$ cat src/rtl/div_unit_pkg.sv
// rtl/div_unit_pkg.sv - shared types and constants for the iterative divider
// Purpose: FSM state encoding, default datapath width and the divide-by-zero
//          exception cause code consumed by the control unit.
// Ports:   none (package).
package div_unit_pkg;

  localparam int DIV_WIDTH = 32;

  typedef enum logic [1:0] {
    ST_IDLE = 2'd0,
    ST_CALC = 2'd1,
    ST_FIX  = 2'd2
  } div_state_e;

  // Cause code reported to the control unit when div_zero pulses.
  localparam logic [4:0] EXC_DIV_ZERO = 5'h0f;

endpackage

$ cat src/rtl/div_unit_if.sv
// rtl/div_unit_if.sv - request/result bundle between control FSM and divider
// Purpose: groups the divider handshake and operand/result signals.
// Signals: start, dividend, divisor (master -> slave);
//          busy, done, div_zero, hi, lo (slave -> master).
interface div_unit_if #(
  parameter int WIDTH = 32
);
  logic             start;
  logic [WIDTH-1:0] dividend;
  logic [WIDTH-1:0] divisor;
  logic             busy;
  logic             done;
  logic             div_zero;
  logic [WIDTH-1:0] hi;
  logic [WIDTH-1:0] lo;

  modport master (
    output start, dividend, divisor,
    input  busy, done, div_zero, hi, lo
  );

  modport slave (
    input  start, dividend, divisor,
    output busy, done, div_zero, hi, lo
  );
endinterface

$ cat src/rtl/div_unit_step.sv
// rtl/div_unit_step.sv - one combinational restoring-division step
// Purpose: shifts the next quotient bit into the partial remainder and
//          subtracts the divisor when it fits.
// Ports:   i_rem_in  partial remainder (WIDTH)
//          i_q_msb   next dividend bit shifted in
//          i_dvs     divisor magnitude (WIDTH)
//          o_rem_out updated partial remainder (WIDTH)
//          o_q_bit   quotient bit produced by this step
module div_unit_step #(
  parameter int WIDTH = 32
) (
  input  logic [WIDTH-1:0] i_rem_in,
  input  logic             i_q_msb,
  input  logic [WIDTH-1:0] i_dvs,
  output logic [WIDTH-1:0] o_rem_out,
  output logic             o_q_bit
);

  logic [WIDTH:0]   w_shift;
  logic [WIDTH-1:0] w_diff;

  // The shifted remainder needs WIDTH+1 bits: with a divisor magnitude of
  // 2^(WIDTH-1) the shift can carry out and must still compare correctly.
  assign w_shift = {i_rem_in, i_q_msb};
  assign o_q_bit = (w_shift >= {1'b0, i_dvs});

  // When the subtraction is taken the true difference is below i_dvs, so the
  // low WIDTH bits of the modular difference are exact.
  assign w_diff    = w_shift[WIDTH-1:0] - i_dvs;
  assign o_rem_out = o_q_bit ? w_diff : w_shift[WIDTH-1:0];

endmodule

$ cat src/rtl/div_unit.sv
// rtl/div_unit.sv - iterative signed divider (quotient -> lo, remainder -> hi)
// Purpose: WIDTH-cycle restoring divide on magnitudes followed by a sign fix
//          cycle; truncates toward zero, remainder takes the dividend's sign.
// Ports:   clk      rising-edge clock
//          reset_n  asynchronous active-low reset
//          bus      div_unit_if.slave: start/dividend/divisor in,
//                   busy/done/div_zero/hi/lo out
module div_unit
  import div_unit_pkg::*;
#(
  parameter int WIDTH = DIV_WIDTH
) (
  input logic       clk,
  input logic       reset_n,
  div_unit_if.slave bus
);

  localparam int              CW   = $clog2(WIDTH);
  localparam logic [CW-1:0]   LAST = CW'(WIDTH - 1);

  div_state_e       r_state;
  div_state_e       w_next_state;
  logic [CW-1:0]    r_count;
  logic [WIDTH-1:0] r_q;
  logic [WIDTH-1:0] r_rem;
  logic [WIDTH-1:0] r_dvs;
  logic             r_sign_q;
  logic             r_sign_r;
  logic [WIDTH-1:0] r_hi;
  logic [WIDTH-1:0] r_lo;
  logic             r_done;
  logic             r_div_zero;
  logic             w_busy;

  logic             w_dvs_zero;
  logic             w_start_ok;
  logic             w_start_zero;
  logic [WIDTH-1:0] w_rem_out;
  logic             w_q_bit;

  // Two's-complement magnitude; the most negative value maps to 2^(WIDTH-1),
  // which is representable as unsigned.
  function automatic logic [WIDTH-1:0] f_mag(input logic [WIDTH-1:0] v);
    return v[WIDTH-1] ? -v : v;
  endfunction

  assign w_dvs_zero   = (bus.divisor == '0);
  assign w_start_ok   = bus.start && !w_dvs_zero;
  assign w_start_zero = bus.start &&  w_dvs_zero;

  div_unit_step #(.WIDTH(WIDTH)) u_step (
    .i_rem_in  (r_rem),
    .i_q_msb   (r_q[WIDTH-1]),
    .i_dvs     (r_dvs),
    .o_rem_out (w_rem_out),
    .o_q_bit   (w_q_bit)
  );

  // State register
  always_ff @(posedge clk or negedge reset_n) begin
    if (!reset_n) begin
      r_state <= ST_IDLE;
    end else begin
      r_state <= w_next_state;
    end
  end

  // Next-state logic; start is only looked at in IDLE, so a start while busy
  // is simply dropped.
  always_comb begin
    w_next_state = r_state;
    case (r_state)
      ST_IDLE: if (w_start_ok) w_next_state = ST_CALC;
      ST_CALC: if (r_count == LAST) w_next_state = ST_FIX;
      ST_FIX:  w_next_state = ST_IDLE;
      default: w_next_state = ST_IDLE;
    endcase
  end

  // FSM outputs
  always_comb begin
    w_busy = 1'b0;
    case (r_state)
      ST_CALC, ST_FIX: w_busy = 1'b1;
      default:         w_busy = 1'b0;
    endcase
  end

  // Datapath: operand capture, iteration, sign fix and result registers.
  always_ff @(posedge clk or negedge reset_n) begin
    if (!reset_n) begin
      r_count    <= '0;
      r_q        <= '0;
      r_rem      <= '0;
      r_dvs      <= '0;
      r_sign_q   <= 1'b0;
      r_sign_r   <= 1'b0;
      r_hi       <= '0;
      r_lo       <= '0;
      r_done     <= 1'b0;
      r_div_zero <= 1'b0;
    end else begin
      r_done     <= 1'b0;
      r_div_zero <= 1'b0;
      case (r_state)
        ST_IDLE: begin
          if (w_start_zero) begin
            r_div_zero <= 1'b1;
          end else if (w_start_ok) begin
            r_q      <= f_mag(bus.dividend);
            r_dvs    <= f_mag(bus.divisor);
            r_sign_q <= bus.dividend[WIDTH-1] ^ bus.divisor[WIDTH-1];
            r_sign_r <= bus.dividend[WIDTH-1];
            r_rem    <= '0;
            r_count  <= '0;
          end
        end
        ST_CALC: begin
          r_rem   <= w_rem_out;
          r_q     <= {r_q[WIDTH-2:0], w_q_bit};
          r_count <= r_count + CW'(1);
        end
        ST_FIX: begin
          r_lo   <= r_sign_q ? -r_q   : r_q;
          r_hi   <= r_sign_r ? -r_rem : r_rem;
          r_done <= 1'b1;
        end
        default: ;
      endcase
    end
  end

  assign bus.busy     = w_busy;
  assign bus.done     = r_done;
  assign bus.div_zero = r_div_zero;
  assign bus.hi       = r_hi;
  assign bus.lo       = r_lo;

endmodule

$ cat src/flat_wrapper.sv
// flat-port wrapper written by rule: the top's interface ports become plain ports
module div_unit_flat import div_unit_pkg::*;
#(
  parameter int WIDTH = DIV_WIDTH
)
  (clk, reset_n, bus_start, bus_dividend, bus_divisor, bus_busy, bus_done, bus_div_zero, bus_hi, bus_lo);
  div_unit_if #(.WIDTH(WIDTH)) bus_i ();
  input logic clk;
  input logic reset_n;
  input wire logic [$bits(bus_i.start)-1:0] bus_start;
  input wire logic [$bits(bus_i.dividend)-1:0] bus_dividend;
  input wire logic [$bits(bus_i.divisor)-1:0] bus_divisor;
  output wire logic [$bits(bus_i.busy)-1:0] bus_busy;
  output wire logic [$bits(bus_i.done)-1:0] bus_done;
  output wire logic [$bits(bus_i.div_zero)-1:0] bus_div_zero;
  output wire logic [$bits(bus_i.hi)-1:0] bus_hi;
  output wire logic [$bits(bus_i.lo)-1:0] bus_lo;
  assign bus_i.start = bus_start;
  assign bus_i.dividend = bus_dividend;
  assign bus_i.divisor = bus_divisor;
  assign bus_busy = bus_i.busy;
  assign bus_done = bus_i.done;
  assign bus_div_zero = bus_i.div_zero;
  assign bus_hi = bus_i.hi;
  assign bus_lo = bus_i.lo;
  div_unit #(.WIDTH(WIDTH)) u_core (.clk(clk), .reset_n(reset_n), .bus(bus_i));
endmodule
$ cat config.mk
export PLATFORM = sky130hd
export DESIGN_NAME = div_unit_flat
export DESIGN_NICKNAME = d
export VERILOG_FILES = /design/src/rtl/div_unit_pkg.sv /design/src/rtl/div_unit_if.sv /design/src/rtl/div_unit_step.sv /design/src/rtl/div_unit.sv /design/src/flat_wrapper.sv
export SDC_FILE = /design/constraint.sdc
export NUM_CORES = 1
export LEC_CHECK = 0
export ABC_AREA = 1
export CORE_ASPECT_RATIO = 0.7
export CORE_UTILIZATION = 25
export DETAILED_ROUTE_END_ITERATION = 7
export DONT_BUFFER_PORTS = 1
export GPL_TIMING_DRIVEN = 0
export PLACE_DENSITY = 0.41
export SETUP_SLACK_MARGIN = 0.1
export SLEW_MARGIN = 15
export SYNTH_ARGS = -nofsm -noshare
export SYNTH_HDL_FRONTEND = slang
export SYNTH_SLANG_ARGS = --single-unit
$ cat constraint.sdc
create_clock -name clk -period 2.7 [get_ports clk]
set_input_delay 0.54 -clock clk [delete_from_list [all_inputs] [get_ports clk]]
set_output_delay 0.54 -clock clk [all_outputs]
set_load 0.01 [all_outputs]
Yosys cells after proc, flatten, opt, wreduce, memory -nomap -nowiden
Index checks and enable logic that the tools add are counted.

ROM bits: 0. Output and inout bits: 67. Memories: 0. Latch bits: 0. Memory bits (writable): 0. Register bits after elaboration: 171.

Reduce and logical (&&, ||, !) cells: 10. Equal/unequal tests: 6. Shift operators: 0. Mux-type cells: 21. Multiply operators: 0. Bitwise gates (word level): 2. $lt $le $gt $ge: 1. Divide/modulo/power cells: 0. $add $sub $neg: 6.

Operator list (count): two-way mux 32 bit (9); negation 32 bit (4); case mux 32 bit (2 select lines) (2); greater-or-equal comparator 33 x 32 -> 1 bit (1); zero test 32 bit (1); subtractor 32 bit (1); two-way mux 5 bit (2); case mux 5 bit (2 select lines) (1); AND reduction 3 bit (2); adder 5 x 1 -> 5 bit, second input constant (1); equality test 5 bit, second input constant (1); two-way mux 1 bit (4); two-way mux 2 bit (2); inequality test 2 x 1 -> 1 bit, second input constant (2); case mux 2 bit (2 select lines) (1); equality test 2 x 1 -> 1 bit, second input constant (1); equality test 2 bit, second input constant (1); logical AND 1 bit (2); zero test 2 bit (1); inequality test 2 bit, second input constant (1); AND reduction 2 bit (1); nonzero test 2 bit (1); OR reduction 2 bit (1); zero test 1 bit (1); other kinds (2) (2).

Depth between registers and ports, before layout
Gate-level depths: netlist (run 1).

Word-level depth: 6. Gate-level depth with buffers: 18. Depth with buffers taken out: 16.

Modules after synthesis
From an unflattened synthesis (run 1), not the netlist that was laid out.

Cells, all modules: 2153. Area total of the unflattened synthesis: 13825.8 um^2.

By module, submodules not included: div_unit (cells an instance 1501, times used 1, sequential area each 4279.1 um^2, area each 10632.7 um^2); div_unit_step (cells an instance 652, times used 1, sequential area each 0.0 um^2, area each 3193.1 um^2).

Worst setup path after synthesis (run 1)
OpenSTA, ideal clock, no wires.

Path kind: register to register. Start point: register u_core.r_q[31]. End point: register u_core.r_rem[16]. Data arrival time: 1837 ps. Path buffers: 0. Clock period less this slack: 1954 ps. Cell stages (with the launch flop): 14. Slack: 746 ps. Setup time: 117 ps. Cell sequence: dfrtp_1 inv_1 ha_1 inv_1 fa_1 nand2_1 nand3_1 nand3_1 nand2_1 a21oi_1 xor2_1 nand2_1 nand3_1 nand2_1.

Cells in the longest elaborated chain, start to end: 3. Elaborated cells between the ends (all ways): 4.

RTL lines: start: declaration (RTL line div_unit.sv:24) `logic [WIDTH-1:0] r_q;`; start signal: assignment (RTL line div_unit.sv:110) `r_q <= f_mag(bus.dividend);`; start signal: assignment (RTL line div_unit.sv:120) `r_q <= {r_q[WIDTH-2:0], w_q_bit};`; subtractor 32 bit / greater-or-equal comparator 33 x 32 -> 1 bit (equally long branches) (RTL line div_unit_step.sv:29, div_unit_step.sv:25); two-way mux 32 bit * (RTL line div_unit_step.sv:30) `assign o_rem_out = o_q_bit ? w_diff : w_shift[WIDTH-1:0];`; case mux 32 bit (2 select lines) * (RTL line div_unit.sv:105) `case (r_state)`; end signal: assignment (RTL line div_unit.sv:119) `r_rem <= w_rem_out;`; end: declaration (RTL line div_unit.sv:25) `logic [WIDTH-1:0] r_rem;`.

Mark *: on every way between the ends. The rest lies on a longest branch, timed or not. A chain may end at the register's enable or synchronous reset.

Worst setup path in the final report (run 1)
Start point: register u_core.r_dvs[6]. End point: register u_core.r_rem[2].

Cells in the longest elaborated chain, start to end: 3.

RTL lines: start: declaration (RTL line div_unit.sv:26) `logic [WIDTH-1:0] r_dvs;`; start signal: assignment (RTL line div_unit.sv:111) `r_dvs <= f_mag(bus.divisor);`; greater-or-equal comparator 33 x 32 -> 1 bit (RTL line div_unit_step.sv:25) `assign o_q_bit = (w_shift >= {1'b0, i_dvs});`; two-way mux 32 bit (RTL line div_unit_step.sv:30); case mux 32 bit (2 select lines) (RTL line div_unit.sv:105).

Every way passes these cells.

==> summary.md, run 1 <==
| Metric | Value |
|---|---|
| Outcome | `finished, violations left` |
| Failing checks | `negative hold slack` |
| CTS root buf | `clkbuf_16` |
| Routed vias | `13500` |
| Largest stage delay, worst path | `380 ps` |
| Routed len/inst | `19.6 um` |
| Placer Congestion | `0.891` |
| Met2 usage | `25.9%` |
| Final worst path period share | `92.3%` |
| Register area share after synthesis | `32.0%` |
| Pin count of the biggest net entering global routing | `172` |
| Flops & latches, synth | `171` |
| Post-synthesis simple-gate area fraction | `37.5%` |
| Power share of the combinational group | `63.2%` |
| CTS tree | `done` |
| H-tree depth | `4` |
| Worst Path Required | `3000 ps` |
| CTS sink cnt | `171` |
| Share of total power in the clock network | `11.3%` |
| Fin Clk Skew | `24.1 ps` |
| FP Rows | `70` |
| Largest family of logic cells by synthesized area | `simple AND/OR/NAND/NOR gates` |
| Worst Path Max Fanout | `10` |
| XOR/XNOR Fraction of Synth Area | `5.90%` |
| CTS clock-pin slew for the worst setup and hold paths | `80 ps` |
| Internal power | `9230 uW` |
| Slowest CP cell | `dfrtp_1` |
| WP data arrival | `2790 ps` |
| Die Wd | `278 um` |
| Synth area leader | `dfrtp_1` |
| Hold_ws | `-194 ps` |
| Min-Delay Path Class | `in2async` |
| Total grt overflow | `0` |
| I/O pin count | `134` |
| Setup crit end kind | `register` |
| Number of global-route vias before repair | `12600` |
| Slew of the pin with the lowest slew margin | `767 ps` |
| Routed Antenna Nets | `0` |
| Most used cell, CP | `nor2_4` |
| Post-route cell area | `15000 sq um` |
| CP startpoint kind | `register` |
| Max Cap Viol | `0` |
| Core area | `52500 sq um` |
| Seq pwr share | `25.5%` |
| Num CTS Buffers | `17` |
| Mean Syn Cell Area | `6.42 sq um` |
| Fin. max-slew vios | `0` |
| Share of layout cells above drive strength 1 | `6.99%` |
| CTS max path bufs | `2` |
| Tot GR Track Use | `20.2%` |
| First-pass detailed-route iteration total | `7` |
| NumNets Final | `2214` |
| Synth Instances | `2082` |
| Tmin final | `2490 ps` |
| Multiplexer share of the synthesized area | `0%` |
| Die Area | `54400 sq um` |
| Worst-Skew Late Latency | `470 ps` |
| Net Sw Frac | `56.1%` |
| Final Hold Vio Count | `171` |
| Met1 usage | `33.3%` |
| Initial core utilization | `25.5%` |
| Input/output buffers | `0` |
| Maximum clock frequency | `0.401 GHz` |
| Post-synth cell types | `44` |
| Critical path class | `reg2reg` |
| Most Used Layer, Global Route | `met1` |
| Drt via density | `4.81` |
| DP Wirelength | `45100 um` |
| Aggregate routed wire length | `54800 um` |
| Leakage power total | `0.00759 uW` |
| Area Overhead vs Synth | `12.3%` |
| Syn Nets | `2191` |
| Drt drc | `0` |
| Switch Pwr | `11800 uW` |
| VDD IR-drop max | `493 uV` |
| Die Height | `195 um` |
| Post-Synth Adder-Cell Area | `3.99%` |
| Initial antenna violation count | `0` |
| Synthesized area | `13400 sq um` |
| Global-route track usage on met3 | `4.43%` |
| Share of the synthesized area in the top cell type | `32.0%` |
| Share of the core filled with cells | `28.6%` |
| First-pass GRT wire length | `81800 um` |
| # setup viols final | `0` |
| RSZ-0062 raised after global routing | `false` |
| Dpl cell area | `14200 sq um` |
| Pwr Density | `1400 nW/um^2` |
| DRT iter0 DRCs | `1359` |
| Compound-Gate Fraction of Synth Area | `9.41%` |
| Largest cells by area after synthesis | `dfrtp_1, nand2_1, inv_1` |
| Slew headroom | `48.9%` |
| Ys Warns | `0` |
| Cell Chain, Critical Path | `inv_1 -> ha_4 -> nand2_1 -> nor2_4 -> and2_0 -> nand3b_1 -> nor2_4 -> nor2_4 -> buf_6 -> nand3_1 -> nand3_1 -> o21ai_1` |
## power groups by stage
| stage | Combinational, uW | Clock [uW] | Sequential, uW |
|---|---|---|---|
| 3_5_place_dp | 12700 | 0 | 5370 |
| 6_report | 13300 | 2380 | 5350 |
| 4_1_cts | 12700 | 2450 | 5330 |
| 5_1_grt | 14900 | 2530 | 5480 |
| 3_3_place_gp | 12600 | 0 | 5350 |
| 2_1_floorplan | 8860 | 0 | 4710 |
## cells in the final DEF, fill, tap and decap left out, types with 4 or more instances in the layout
| master | synthesis | routed |
|---|---|---|
| xor2_1 | 76 | 75 |
| o21ai_0 | 130 | 130 |
| inv_1 | 302 | 293 |
| nand4_1 | 31 | 31 |
| ha_1 | 41 | 23 |
| nand3b_1 | 12 | 12 |
| dfrtp_1 | 171 | 166 |
| inv_2 | 7 | 16 |
| nor2_2 | 9 | 11 |
| o211ai_1 | 25 | 25 |
| clkbuf_16 | 0 | 17 |
| nor2_1 | 182 | 176 |
| buf_6 | 5 | 8 |
| ha_2 | 0 | 10 |
| o21ai_1 | 16 | 16 |
| dfrtp_2 | 0 | 5 |
| nor2_4 | 3 | 7 |
| a21oi_1 | 36 | 36 |
| nand3_2 | 9 | 9 |
| nor3_1 | 20 | 20 |
| buf_2 | 14 | 14 |
| a31oi_1 | 10 | 10 |
| nand2_1 | 666 | 661 |
| buf_4 | 3 | 4 |
| xnor2_1 | 14 | 14 |
| nor4_1 | 4 | 4 |
| nand3_1 | 223 | 222 |
| inv_6 | 0 | 5 |
| nand2_2 | 5 | 10 |
| ha_4 | 0 | 8 |
| clkbuf_1 | 38 | 37 |
## area by class of cell
cell class	count	area [sq um]
sequential	171	4290
clock buffer	18	429
clock inverter	14	110
timing repair buffer	4	30.0
buffer	65	342
tap	684	856
inverter	310	1160
antenna	1	2.50
fill	5917	37500
multi-input combinational	1536	7790
## kinds of logic (layout without fill, tap and decap cells)
kind of cell | count (synthesis) | in the layout
and+or+nand+nor | 1174 | 1174
buffers and inverters | 375 | 411
AOI/OAI and AO/OA | 230 | 230
DFF | 171 | 171
xor gates and xnor gates | 90 | 90
adders and majority gates | 42 | 42
other | 0 | 1
## through the flow
step | setup TNS (ps) | hold WS [ps] | cells | total power (uW) | setup WS [ps]
6_report | 0 | -194 | 2803 | 21000 | 209
5_1_grt | 0 | -240 | 2802 | 22900 | 84.8
4_1_cts | 0 | -246 | 2798 | 20500 | 73.6
3_5_place_dp | 0 | 262 | 2766 | 18000 | 24.6
3_3_place_gp | -7.64 | 262 | 2766 | 18000 | -7.64
2_1_floorplan | 0 | 244 | 2082 | 13600 | 746
## final timing paths
path                       slack (ps)                          end                         from  depth (start not counted)
setup / recovery                  210  u_core.r_rem[2]$_DFFE_PN0P_  u_core.r_dvs[6]$_DFFE_PN0P_                         12
hold / removal                   -190  u_core.r_rem[5]$_DFFE_PN0P_                      reset_n                          0
setup reg to reg                  210  u_core.r_rem[2]$_DFFE_PN0P_  u_core.r_dvs[6]$_DFFE_PN0P_                         12
hold reg to reg                   480   u_core.r_q[12]$_DFFE_PN0P_   u_core.r_q[12]$_DFFE_PN0P_                          2
max in group asynchronous        2470   u_core.r_q[14]$_DFFE_PN0P_                      reset_n                          0
min in group clk                  230    u_core.r_q[0]$_DFFE_PN0P_              bus_dividend[0]                          2
## critical path, delay by kind of cell, from the launching register on
family	cells	cell delay (ps)
AOI/OAI and AO/OA	1	80
DFF	1	380
buffers and inverters	2	490
adders and majority gates	1	270
and+or+nand+nor	8	1080
## sequential cells by signal, indices dropped and copies added (netlist names)
name,cells
u_core.bus.div_zero,1
u_core.bus.done,1
u_core.bus.hi,32
u_core.bus.lo,32
u_core.r_count,5
u_core.r_dvs,32
u_core.r_q,32
u_core.r_rem,32
u_core.r_sign_q,1
u_core.r_sign_r,1
u_core.r_state,2
## routing by layer
layer | wire length (um) | up-vias | part of all wire, %
li1 | - | 6651 | -
met1 | 30300 | 6393 | 55
met2 | 20300 | 408 | 37
met3 | 3870 | 22 | 7.1
met4 | 329 | 0 | 0.60
met5 | 0 | - | 0
## cells in the mapped netlist (all sizes together)
cell type / instances
ha: 41
a21o: 1
and2: 2
o21bai: 3
dfrtp: 171
o31ai: 2
a21oi: 37
o41ai: 1
o21ai: 146
or2: 3
nand2: 674
o22ai: 3
nor3: 21
buf: 27
inv: 309
nand3b: 12
nand4: 31
a31oi: 10
clkbuf: 38
clkinv: 1
fa: 1
xor2: 76
nor2: 194
xnor2: 14
o211ai: 25
nor4: 5
o21a: 2
nand3: 232
## timing repair
item	in CTS	in global routing
endpoints found under the setup margin	8	69
gates resized for setup	3	59
pin swaps	0	2
endpoints found under the hold margin	171	171
buffers inserted	0	4
(Power assumes the default switching activity.)
==> run 2: changes to the inputs <==
--- a/config.mk
+++ b/config.mk
@@ -10,7 +10,7 @@
 export CORE_UTILIZATION = 25
 export DETAILED_ROUTE_END_ITERATION = 7
 export DONT_BUFFER_PORTS = 1
-export GPL_TIMING_DRIVEN = 0
+export HOLD_SLACK_MARGIN = 0.1
 export PLACE_DENSITY = 0.41
 export SETUP_SLACK_MARGIN = 0.1
 export SLEW_MARGIN = 15
==> summary.md, run 2 (synthesized netlist as in run 1, its figures left out) <==
| Metric | Value |
|---|---|
| Slew headroom | `46.1% (-2.8 points)` |
| DP Wirelength | `41900 um (-7.0%)` |
| Hold_ws | `-211 ps (-17.5 ps)` |
| Share of layout cells above drive strength 1 | `6.63% (-0.36 points)` |
| Reg2Reg Setup Slack | `210 ps (about the same)` |
| RR Startpoint | `u_core.r_dvs[13]$_DFFE_PN0P_` |
| Failing checks | `negative hold slack` |
| Maximum clock frequency | `0.402 GHz (about the same)` |
| CTS root buf | `clkbuf_16` |
| Pwr Density | `1400 nW/um^2 (-0.37%)` |
| WP data arrival | `2850 ps (+60 ps)` |
| CTS tree | `done` |
| Fin. max-slew vios | `0 (unchanged)` |
| Routed len/inst | `18.7 um (-4.4%)` |
| Tot GR Track Use | `19.2% (-0.94 points)` |
| Initial antenna violation count | `0 (unchanged)` |
| Max Cap Viol | `0 (unchanged)` |
| Dpl cell area | `14200 sq um (-0.22%)` |
| Total grt overflow | `0 (unchanged)` |
| Setup TNS | `0 ps (unchanged)` |
| Pin count of the biggest net entering global routing | `172 (unchanged)` |
| Leakage power total | `0.00762 uW (+0.46%)` |
| Outcome | `finished, violations left` |
| Routed Antenna Nets | `0 (unchanged)` |
| Aggregate routed wire length | `51700 um (-5.7%)` |
| I/O pin count | `134 (unchanged)` |
| Tmin final | `2490 ps (-2.07 ps)` |
| Num CTS Buffers | `17 (unchanged)` |
| CP startpoint kind | `register` |
| CTS sink cnt | `171 (unchanged)` |
| DRT iter0 DRCs | `1181 (-13%)` |
| Worst-Skew Late Latency | `460 ps (about the same)` |
| Final Hold Vio Count | `171 (unchanged)` |
| Number of global-route vias before repair | `12300 (-2.7%)` |
| Placer Congestion | `0.912 (+2.4%)` |
| # setup viols final | `0 (unchanged)` |
| Routed vias | `13100 (-2.8%)` |
| CTS clock-pin slew for the worst setup and hold paths | `80 ps (about the same)` |
| Leading cell types in the layout, fill and taps excluded | `nand2_1, inv_1, nand3_1` |
| FP Rows | `70 (unchanged)` |
| CTS max path bufs | `2 (unchanged)` |
| First-pass GRT wire length | `78700 um (-3.8%)` |
| Fin Clk Skew | `19.0 ps (-5.18 ps)` |
| Die Area | `54400 sq um (unchanged)` |
| VDD IR-drop max | `602 uV (+22%)` |
| Input/output buffers | `0 (unchanged)` |
| Die Wd | `278 um (unchanged)` |
| Drt via density | `4.73 (-1.5%)` |
| N_diodes | `0 (-1)` |
| Post-route cell area | `15000 sq um (+0.13%)` |
| Die Height | `195 um (unchanged)` |
| Worst Path Max Fanout | `4 (-6)` |
| FF-to-FF End | `u_core.r_rem[27]$_DFFE_PN0P_` |
| Core area | `52500 sq um (unchanged)` |
| Critical Path End | `u_core.r_rem[27]$_DFFE_PN0P_` |
| Most common cell after layout, fill and taps aside | `nand2_1` |
| H-tree depth | `4 (unchanged)` |
| Min-Delay Path Class | `in2async` |
| Crit. Startpoint | `u_core.r_dvs[13]$_DFFE_PN0P_` |
| Initial core utilization | `25.5% (unchanged)` |
| Worst Path Required | `3060 ps (+60 ps)` |
| Slew of the pin with the lowest slew margin | `808 ps (+40.7 ps)` |
| Setup crit end kind | `register` |
| NumNets Final | `2179 (-1.6%)` |
| Drt drc | `0 (unchanged)` |
| First-pass detailed-route iteration total | `5 (-2)` |
| Final worst path period share | `92.2% (about the same)` |
| Area Overhead vs Synth | `12.5%` |
| Critical path class | `reg2reg` |
| Worst r2r path cells | `14 (+2)` |
| RSZ-0062 raised after global routing | `true` |
run 2: stage by stage:
step                      power [uW]  hold WS [ps]  std cells  worst slack [ps]  util, %
after detailed placement       17800           260       2733              95.8     27.0
after floorplan                13600           244       2082               746        -
final                          21000          -211       2767               211     28.6
after global routing           22900          -240       2767              80.9     28.6
after CTS                      20500          -242       2765               103     28.2
after global placement         17800           260       2733              56.9     27.0
run 2: worst min path at each step:
stage | depth (start not counted) | endpoint | slack [ps] | startpoint
final | 0 | u_core.bus.hi[6]$_DFFE_PN0P_ | -210 | reset_n
after global routing | 0 | u_core.bus.hi[8]$_DFFE_PN0P_ | -240 | reset_n
after CTS | 0 | u_core.bus.hi[8]$_DFFE_PN0P_ | -240 | reset_n
after detailed placement | 0 | u_core.bus.hi[6]$_DFFE_PN0P_ | 260 | reset_n
after global placement | 0 | u_core.bus.hi[5]$_DFFE_PN0P_ | 260 | reset_n
after floorplan | 0 | u_core.bus.div_zero$_DFF_PN0_ | 240 | reset_n
run 2: area by class of cell:
| class | count | area [sq um] |
|---|---|---|
| inverters | 310 | 1160 |
| fillers | 5919 | 37400 |
| multi-input cells | 1536 | 7780 |
| well taps | 684 | 856 |
| clock buffers | 17 | 425 |
| clock inverters | 15 | 189 |
| repair buffers | 34 | 325 |
| flip-flops and latches | 171 | 4280 |
run 2: repair_timing:
action | CTS | global route
pin swaps | 0 | 1
hold endpoints to repair | 171 | 171
buffers inserted | 0 | 2
endpoints found under the setup margin | 1 | 35
gates resized for setup | 1 | 39
run 2: power by group:
| group | switching [uW] | internal (uW) | total, uW |
|---|---|---|---|
| logic | 8630 | 4340 | 13000 |
| clock network | 1210 | 1470 | 2680 |
| registers | 1560 | 3750 | 5310 |
| total | 11400 | 9570 | 21000 |
run 2: routing by layer:
layer / part of all wire (%) / track usage (%)
met1: 56 / 32.4
met4: 1.0 / 3.19
met3: 6.4 / 3.51
met2: 36 / 24.3
met5: 0 / 0
run 2: critical path, stage by stage, from the launching register on:
cell,delay (ps)
dfrtp_1,360
inv_1,330
ha_4,290
nand2_1,150
inv_1,60
nand2_1,60
nand2_1,120
a21oi_1,330
nor2_1,130
nor2_1,190
nand2_1,80
nand2_1,70
nand3_2,70
nand2_1,80
nand2_1,50
